==> src/rtl/sprite_sched_pkg.sv <==
// Shared types and constants for the sprite slot scheduler.
// Optional overlap detection is enabled with SPRITE_SCHED_COLLISION_EN.
`timescale 1ns/1ps
package sprite_sched_pkg;

    localparam logic [9:0] FRAME_X = 10'd0;
    localparam logic [9:0] FRAME_Y = 10'd480;
    localparam int         BASE_W  = 15;

    typedef enum logic [1:0] {
        F_X    = 2'd0,
        F_Y    = 2'd1,
        F_SIZE = 2'd2,
        F_BASE = 2'd3
    } cfg_field_e;

    typedef struct packed {
        logic [9:0]        x;
        logic [9:0]        y;
        logic [7:0]        w;
        logic [7:0]        h;
        logic [BASE_W-1:0] base;
        logic              en;
    } slot_cfg_t;

endpackage

==> src/rtl/sprite_slot_hit.sv <==
// Window compare and local ROM offset for one sprite slot.
// Sums are 11 bits wide so a window never wraps past column/row 1023.
`timescale 1ns/1ps
module sprite_slot_hit #(
    parameter int ADDR_W = 14
) (
    input  logic [9:0]        draw_x,
    input  logic [9:0]        draw_y,
    input  logic [9:0]        x,
    input  logic [9:0]        y,
    input  logic [7:0]        w,
    input  logic [7:0]        h,
    input  logic              en,
    output logic              hit,
    output logic [ADDR_W-1:0] offset
);

    logic [10:0] x_end;
    logic [10:0] y_end;
    logic [9:0]  dx;
    logic [9:0]  dy;
    logic        in_x;
    logic        in_y;

    assign x_end = {1'b0, x} + {3'b0, w};
    assign y_end = {1'b0, y} + {3'b0, h};

    // A zero width/height makes x_end == x, so the window is empty.
    assign in_x = (draw_x >= x) && ({1'b0, draw_x} < x_end);
    assign in_y = (draw_y >= y) && ({1'b0, draw_y} < y_end);
    assign hit  = en && in_x && in_y;

    assign dx     = draw_x - x;
    assign dy     = draw_y - y;
    assign offset = ADDR_W'(dy) * ADDR_W'(w) + ADDR_W'(dx);

endmodule

==> src/rtl/sprite_slot_scheduler.sv <==
// Shares one sprite ROM port among NUM_SLOTS prioritised screen slots.
// Define SPRITE_SCHED_COLLISION_EN to build the sticky overlap flag.
`timescale 1ns/1ps
module sprite_slot_scheduler
    import sprite_sched_pkg::*;
#(
    parameter int NUM_SLOTS = 4,
    parameter int ADDR_W    = 14
) (
    input  logic              vga_clk,
    input  logic              reset_n,
    input  logic [9:0]        DrawX,
    input  logic [9:0]        DrawY,
    input  logic              blank,
    input  logic              cfg_we,
    input  logic [2:0]        cfg_slot,
    input  logic [1:0]        cfg_field,
    input  logic [15:0]       cfg_data,
    output logic              cfg_ready,
    output logic [ADDR_W-1:0] rom_addr,
    output logic              sel_valid,
    output logic [2:0]        sel_slot,
    output logic              collide
);

    localparam logic [1:0] S_IDLE   = 2'd0;
    localparam logic [1:0] S_DIRTY  = 2'd1;
    localparam logic [1:0] S_COMMIT = 2'd2;

    logic [1:0]           state;
    slot_cfg_t            shadow [NUM_SLOTS];
    slot_cfg_t            active [NUM_SLOTS];
    logic [NUM_SLOTS-1:0] hit;
    logic [ADDR_W-1:0]    offset [NUM_SLOTS];

    logic              wr_ok;
    logic              at_frame;
    logic              any_hit;
    logic [2:0]        win;
    logic [ADDR_W-1:0] win_addr;
    logic              hit_d;
    logic [2:0]        slot_d;

    assign cfg_ready = (state != S_COMMIT);
    assign wr_ok     = cfg_we && cfg_ready && (int'(cfg_slot) < NUM_SLOTS);
    assign at_frame  = (DrawX == FRAME_X) && (DrawY == FRAME_Y);

    for (genvar i = 0; i < NUM_SLOTS; i++) begin : g_slot
        sprite_slot_hit #(
            .ADDR_W(ADDR_W)
        ) u_hit (
            .draw_x(DrawX),
            .draw_y(DrawY),
            .x     (active[i].x),
            .y     (active[i].y),
            .w     (active[i].w),
            .h     (active[i].h),
            .en    (active[i].en),
            .hit   (hit[i]),
            .offset(offset[i])
        );
    end

    // Scan from lowest priority up so the lowest index wins.
    always_comb begin
        win      = 3'd0;
        win_addr = rom_addr;
        for (int i = NUM_SLOTS - 1; i >= 0; i--) begin
            if (hit[i]) begin
                win      = 3'(i);
                win_addr = ADDR_W'(active[i].base + BASE_W'(offset[i]));
            end
        end
    end

    assign any_hit = blank && (|hit);

    always_ff @(posedge vga_clk or negedge reset_n) begin
        if (!reset_n) begin
            state <= S_IDLE;
            for (int i = 0; i < NUM_SLOTS; i++) begin
                shadow[i] <= '0;
                active[i] <= '0;
            end
        end else begin
            unique case (1'b1)
                state == S_COMMIT:             state <= S_IDLE;
                state == S_DIRTY && at_frame:  state <= S_COMMIT;
                state == S_IDLE && wr_ok:      state <= S_DIRTY;
                default: ;
            endcase
            for (int i = 0; i < NUM_SLOTS; i++) begin
                if (state == S_COMMIT) begin
                    active[i] <= shadow[i];
                end
                if (wr_ok && cfg_slot == 3'(i)) begin
                    unique case (cfg_field_e'(cfg_field))
                        F_X:    shadow[i].x <= cfg_data[9:0];
                        F_Y:    shadow[i].y <= cfg_data[9:0];
                        F_SIZE: begin
                            shadow[i].w <= cfg_data[7:0];
                            shadow[i].h <= cfg_data[15:8];
                        end
                        F_BASE: begin
                            shadow[i].en   <= cfg_data[15];
                            shadow[i].base <= BASE_W'(cfg_data[ADDR_W-1:0]);
                        end
                        default: ;
                    endcase
                end
            end
        end
    end

    always_ff @(posedge vga_clk or negedge reset_n) begin
        if (!reset_n) begin
            rom_addr  <= '0;
            hit_d     <= 1'b0;
            slot_d    <= 3'd0;
            sel_valid <= 1'b0;
            sel_slot  <= 3'd0;
        end else begin
            if (any_hit) begin
                rom_addr <= win_addr;
            end
            hit_d     <= any_hit;
            slot_d    <= any_hit ? win : 3'd0;
            sel_valid <= hit_d;
            sel_slot  <= slot_d;
        end
    end

`ifdef SPRITE_SCHED_COLLISION_EN
    logic multi;
    logic multi_d;

    // More than one bit set: clearing the lowest set bit leaves something.
    assign multi = blank && ((hit & (hit - NUM_SLOTS'(1))) != '0);

    always_ff @(posedge vga_clk or negedge reset_n) begin
        if (!reset_n) begin
            multi_d <= 1'b0;
            collide <= 1'b0;
        end else begin
            multi_d <= multi;
            if (state == S_COMMIT) begin
                collide <= 1'b0;
            end else if (multi_d) begin
                collide <= 1'b1;
            end
        end
    end
`else
    assign collide = 1'b0;
`endif

endmodule

==> config.mk <==
export PLATFORM = sky130hd
export DESIGN_NAME = sprite_slot_scheduler
export DESIGN_NICKNAME = d
export VERILOG_FILES = /design/src/rtl/sprite_sched_pkg.sv /design/src/rtl/sprite_slot_hit.sv /design/src/rtl/sprite_slot_scheduler.sv
export SDC_FILE = /design/constraint.sdc
export NUM_CORES = 2
export LEC_CHECK = 0
export CORE_ASPECT_RATIO = 2
export CORE_MARGIN = 3
export CORE_UTILIZATION = 40
export CTS_CLUSTER_DIAMETER = 60
export DETAILED_ROUTE_END_ITERATION = 6
export GPL_TIMING_DRIVEN = 0
export PLACE_DENSITY = 0.59
export SYNTH_ARGS = -nofsm -noshare
export SYNTH_HDL_FRONTEND = slang
export SYNTH_SLANG_ARGS = --single-unit
==> constraint.sdc <==
create_clock -name vga_clk -period 8.3 [get_ports vga_clk]
set_input_delay 2.49 -clock vga_clk [delete_from_list [all_inputs] [get_ports vga_clk]]
set_output_delay 2.49 -clock vga_clk [all_outputs]
set_load 0.01 [all_outputs]
==> out/metrics.cfg <==
[global_routing]
grt_pass1_vias = 28800
track_usage_pct = 26.5
grt_overflow_total = 0
grt_max_degree = 116
grt_pass1_wl_mm = 178
antenna_found_initial = 5

[synth]
synth_top_family_by_area = adder cells
synth_top_cell_area_share_pct = 30.9
yosys.area_share.simple_pct = 13.9
synthDistinctLibCells = 75
synthArstFlopShare_pct = 100
synthXorXnorAreaFrac_pct = 4.94
yosys-top-cells-area = dfrtp_1, fa_1, ha_1, mux2_2, nand2_1
yosys_most_used_dff = dfrtp_1
synthCells = 3557
synth_mux_area_share_pct = 7.55
synth-seq-area-share_pct = 30.9
yosysWarnings = 0
ys_ff_latch = 430
synth_fa_ha_area_share_pct = 27.9
synth_top_area_cell = dfrtp_1
synth_edf_count = 0
synthesis.area_um2 = 34800
synth_compound_area_share_pct = 9.42
synth_area_per_cell_um2 = 9.79

[min_path]
hold_path_class = reg2reg

[setup_path]
worstPathRequired_ns = 8.78
cp-startpoint = DrawY[0]
crit_fanout = 7
crit_arrival_ns = 8.89
r2r_slack_ns = 1.42
r2r-start = active[137]
startpoint_type = input port
crit_end = rom_addr[11]
crit_path_frequent_cell = fa_1
crit_type = in2reg
r2r_cells = 26
critPathCaptureType = register
crit_slowest_cell = fa_2
timing.rr.end = rom_addr[13]
max_stage_delay_ns = 0.60

[floorplanning]
ioPinCount = 65
die_area_um2 = 90800
die_w_um = 215
initial_core_util_pct = 40.4
coreArea_um2 = 86200
rows = 152
die_h_um = 423

[place]
placed_cell_area_um2 = 37200
port_buffers = 60
gp_congestion = 0.959
dp_hpwl_mm = 93.2
pre_cts_slack_ns = -2.73

[routing]
dr.pass1.iters = 7
antenna_left = 0
wl_per_cell_um = 24.4
finalWirelength_mm = 120
vias = 26817
first_iter_violations = 1454
route.detailed.drc = 0
via_per_inst = 5.45

[layout]
synthToLayoutAreaGrowth_pct = 15.3
n_fill_cell = 8231
final_area_um2 = 40100
drive_gt1_share_pct = 14.4
fin_nets = 4392

[clock_network]
holdBufCountCts = 0
htree_levels = 2
clock-sinks = 430
worstSkewPairLatency_ns = 0.62
cts_max_path_buffers = 3
path_clk_slew_ns = 0.06
cts_tree = built
numCtsBuffers = 43
root_buffer = clkbuf_16

[sta]
tightest_slew_ns = 1.46
max_slew_margin_pct = 2.17
fin_crit_sh_pct = 101
min_period_ns = 8.41
slew_viol_final = 0
setup_slack_ns = -0.107
fmax_mhz = 119
hold_violations = 0
fin_skew_ns = 0.0361
rsz0062_at_grt = yes
setup_viol = 5

[power_and_ir_drop]
ir_worst_vdd_v = 0.000155
power_density_nw_per_um2 = 134
leakagePower_nw = 19.4
p_total_mw = 5.39

[status]
status = finished with violations
violations = negative setup slack

[flow_run]
cap_violations = 0

==> per-stage QoR <==
stage	cells	hold WS [ns]	setup TNS [ns]	util, %
4_1_cts	4908	0.353	-0.201	46.3
6_report	4920	0.351	-0.281	46.6
3_3_place_gp	4773	0.336	-6427.50	43.0
3_5_place_dp	4778	0.338	-23.68	43.2
2_1_floorplan	3558	0.331	-0.243	-
5_1_grt	4919	0.365	-1.20	46.6
==> where the power goes <==
part	switching, mW	internal [mW]
Clock	0.948	1.24
Sequential	0.0963	2.29
Combinational	0.459	0.355
Total	1.50	3.88
==> layer usage <==
| metal | track usage, % | share of wire (%) |
|---|---|---|
| met5 | 0 | 0 |
| met3 | 2.43 | 3.4 |
| met2 | 51.2 | 54 |
| met1 | 24.6 | 32 |
| met4 | 23.1 | 11 |
==> worst min path at each step <==
stage	start	endpoint	slack [ns]	depth (start not counted)
2_1_floorplan	slot_d[0]	sel_slot[0]	0.33	0
3_5_place_dp	slot_d[1]	sel_slot[1]	0.34	0
5_1_grt	hit_d	sel_valid	0.37	0
3_3_place_gp	slot_d[1]	sel_slot[1]	0.34	0
6_report	hit_d	sel_valid	0.35	0
4_1_cts	slot_d[1]	sel_slot[1]	0.35	0
==> flip-flops by register name, summed over array words and instances, names as in the netlist <==
name       count
active       204
sel_slot       2
rom_addr      14
sel_valid      1
slot_d         2
shadow       204
hit_d          1
state          2
==> cell type report <==
| type | instances | area, um^2 | share of cell area (%) |
|---|---|---|---|
| buffer | 103 | 410 | 1.02 |
| antenna | 1 | 2.50 | 0.00623 |
| tap | 1155 | 1450 | 3.60 |
| multi-input combinational | 2628 | 23200 | 57.9 |
| clock buffer | 55 | 1180 | 2.94 |
| inverter | 395 | 1510 | 3.76 |
| clock inverter | 24 | 357 | 0.888 |
| sequential | 430 | 10800 | 26.8 |
| timing repair buffer | 129 | 1260 | 3.13 |
==> Yosys cell counts, types with 4 or more instances <==
cell	number
a211o_1	4
nor2b_1	48
nor3b_1	5
clkbuf_1	92
buf_2	4
nand4_1	11
mux2_2	213
nor2_1	98
or2_2	12
nor3_1	27
nand2_1	578
o21bai_1	30
nand3b_1	4
a21boi_0	5
and2_1	141
a21o_1	54
xnor3_1	4
ha_1	353
xnor2_1	125
dfrtp_1	430
inv_1	394
a31oi_1	14
mux2i_1	23
a2111oi_0	4
xor2_1	61
and3_1	18
or3_1	13
o31ai_1	6
nand3_1	26
a221oi_1	4
nor4_1	10
a21oi_1	136
a211oi_1	18
o21a_1	19
o31a_1	5
buf_1	7
o21ai_0	198
o211ai_1	11
nand2b_1	35
fa_1	264
==> worst max-delay path, delay by kind of cell <==
kind	cells	cell delay, ns
AND/OR/NAND/NOR	5	0.86
adder cells (fa/ha/maj)	8	3.27
multiplexers	4	0.79
AO/OA/AOI/OAI	4	0.68
XOR/XNOR	2	0.37
buffers and inverters	6	0.40
==> cells in the final DEF (no fill, tap or decap), types with 91 or more instances in the layout <==
| master | Yosys | final |
|---|---|---|
| xnor2_1 | 125 | 109 |
| ha_1 | 353 | 325 |
| fa_1 | 264 | 254 |
| dfrtp_1 | 430 | 430 |
| o21ai_0 | 198 | 184 |
| nand2_1 | 578 | 572 |
| inv_1 | 394 | 385 |
| and2_1 | 141 | 138 |
| clkbuf_1 | 92 | 94 |
| mux2_2 | 213 | 210 |
| a21oi_1 | 136 | 122 |
| nor2_1 | 98 | 91 |
==> cell families (layout without fill, tap and decap cells) <==
family	Yosys count	after routing
muxes	236	236
adders and majority gates	617	617
AOI/OAI and AO/OA	540	540
xor gates and xnor gates	190	190
DFF	430	430
other	1	3
buffers and inverters	500	706
and+or+nand+nor	1043	1043
==> what timing repair did <==
item                       4_1_cts  5_1_grt
setup endpoints to repair       11       15
gates resized for setup        196       43
setup buffers                   53       11
pin swaps                       79       31
Power figures use the tool's default switching activity.
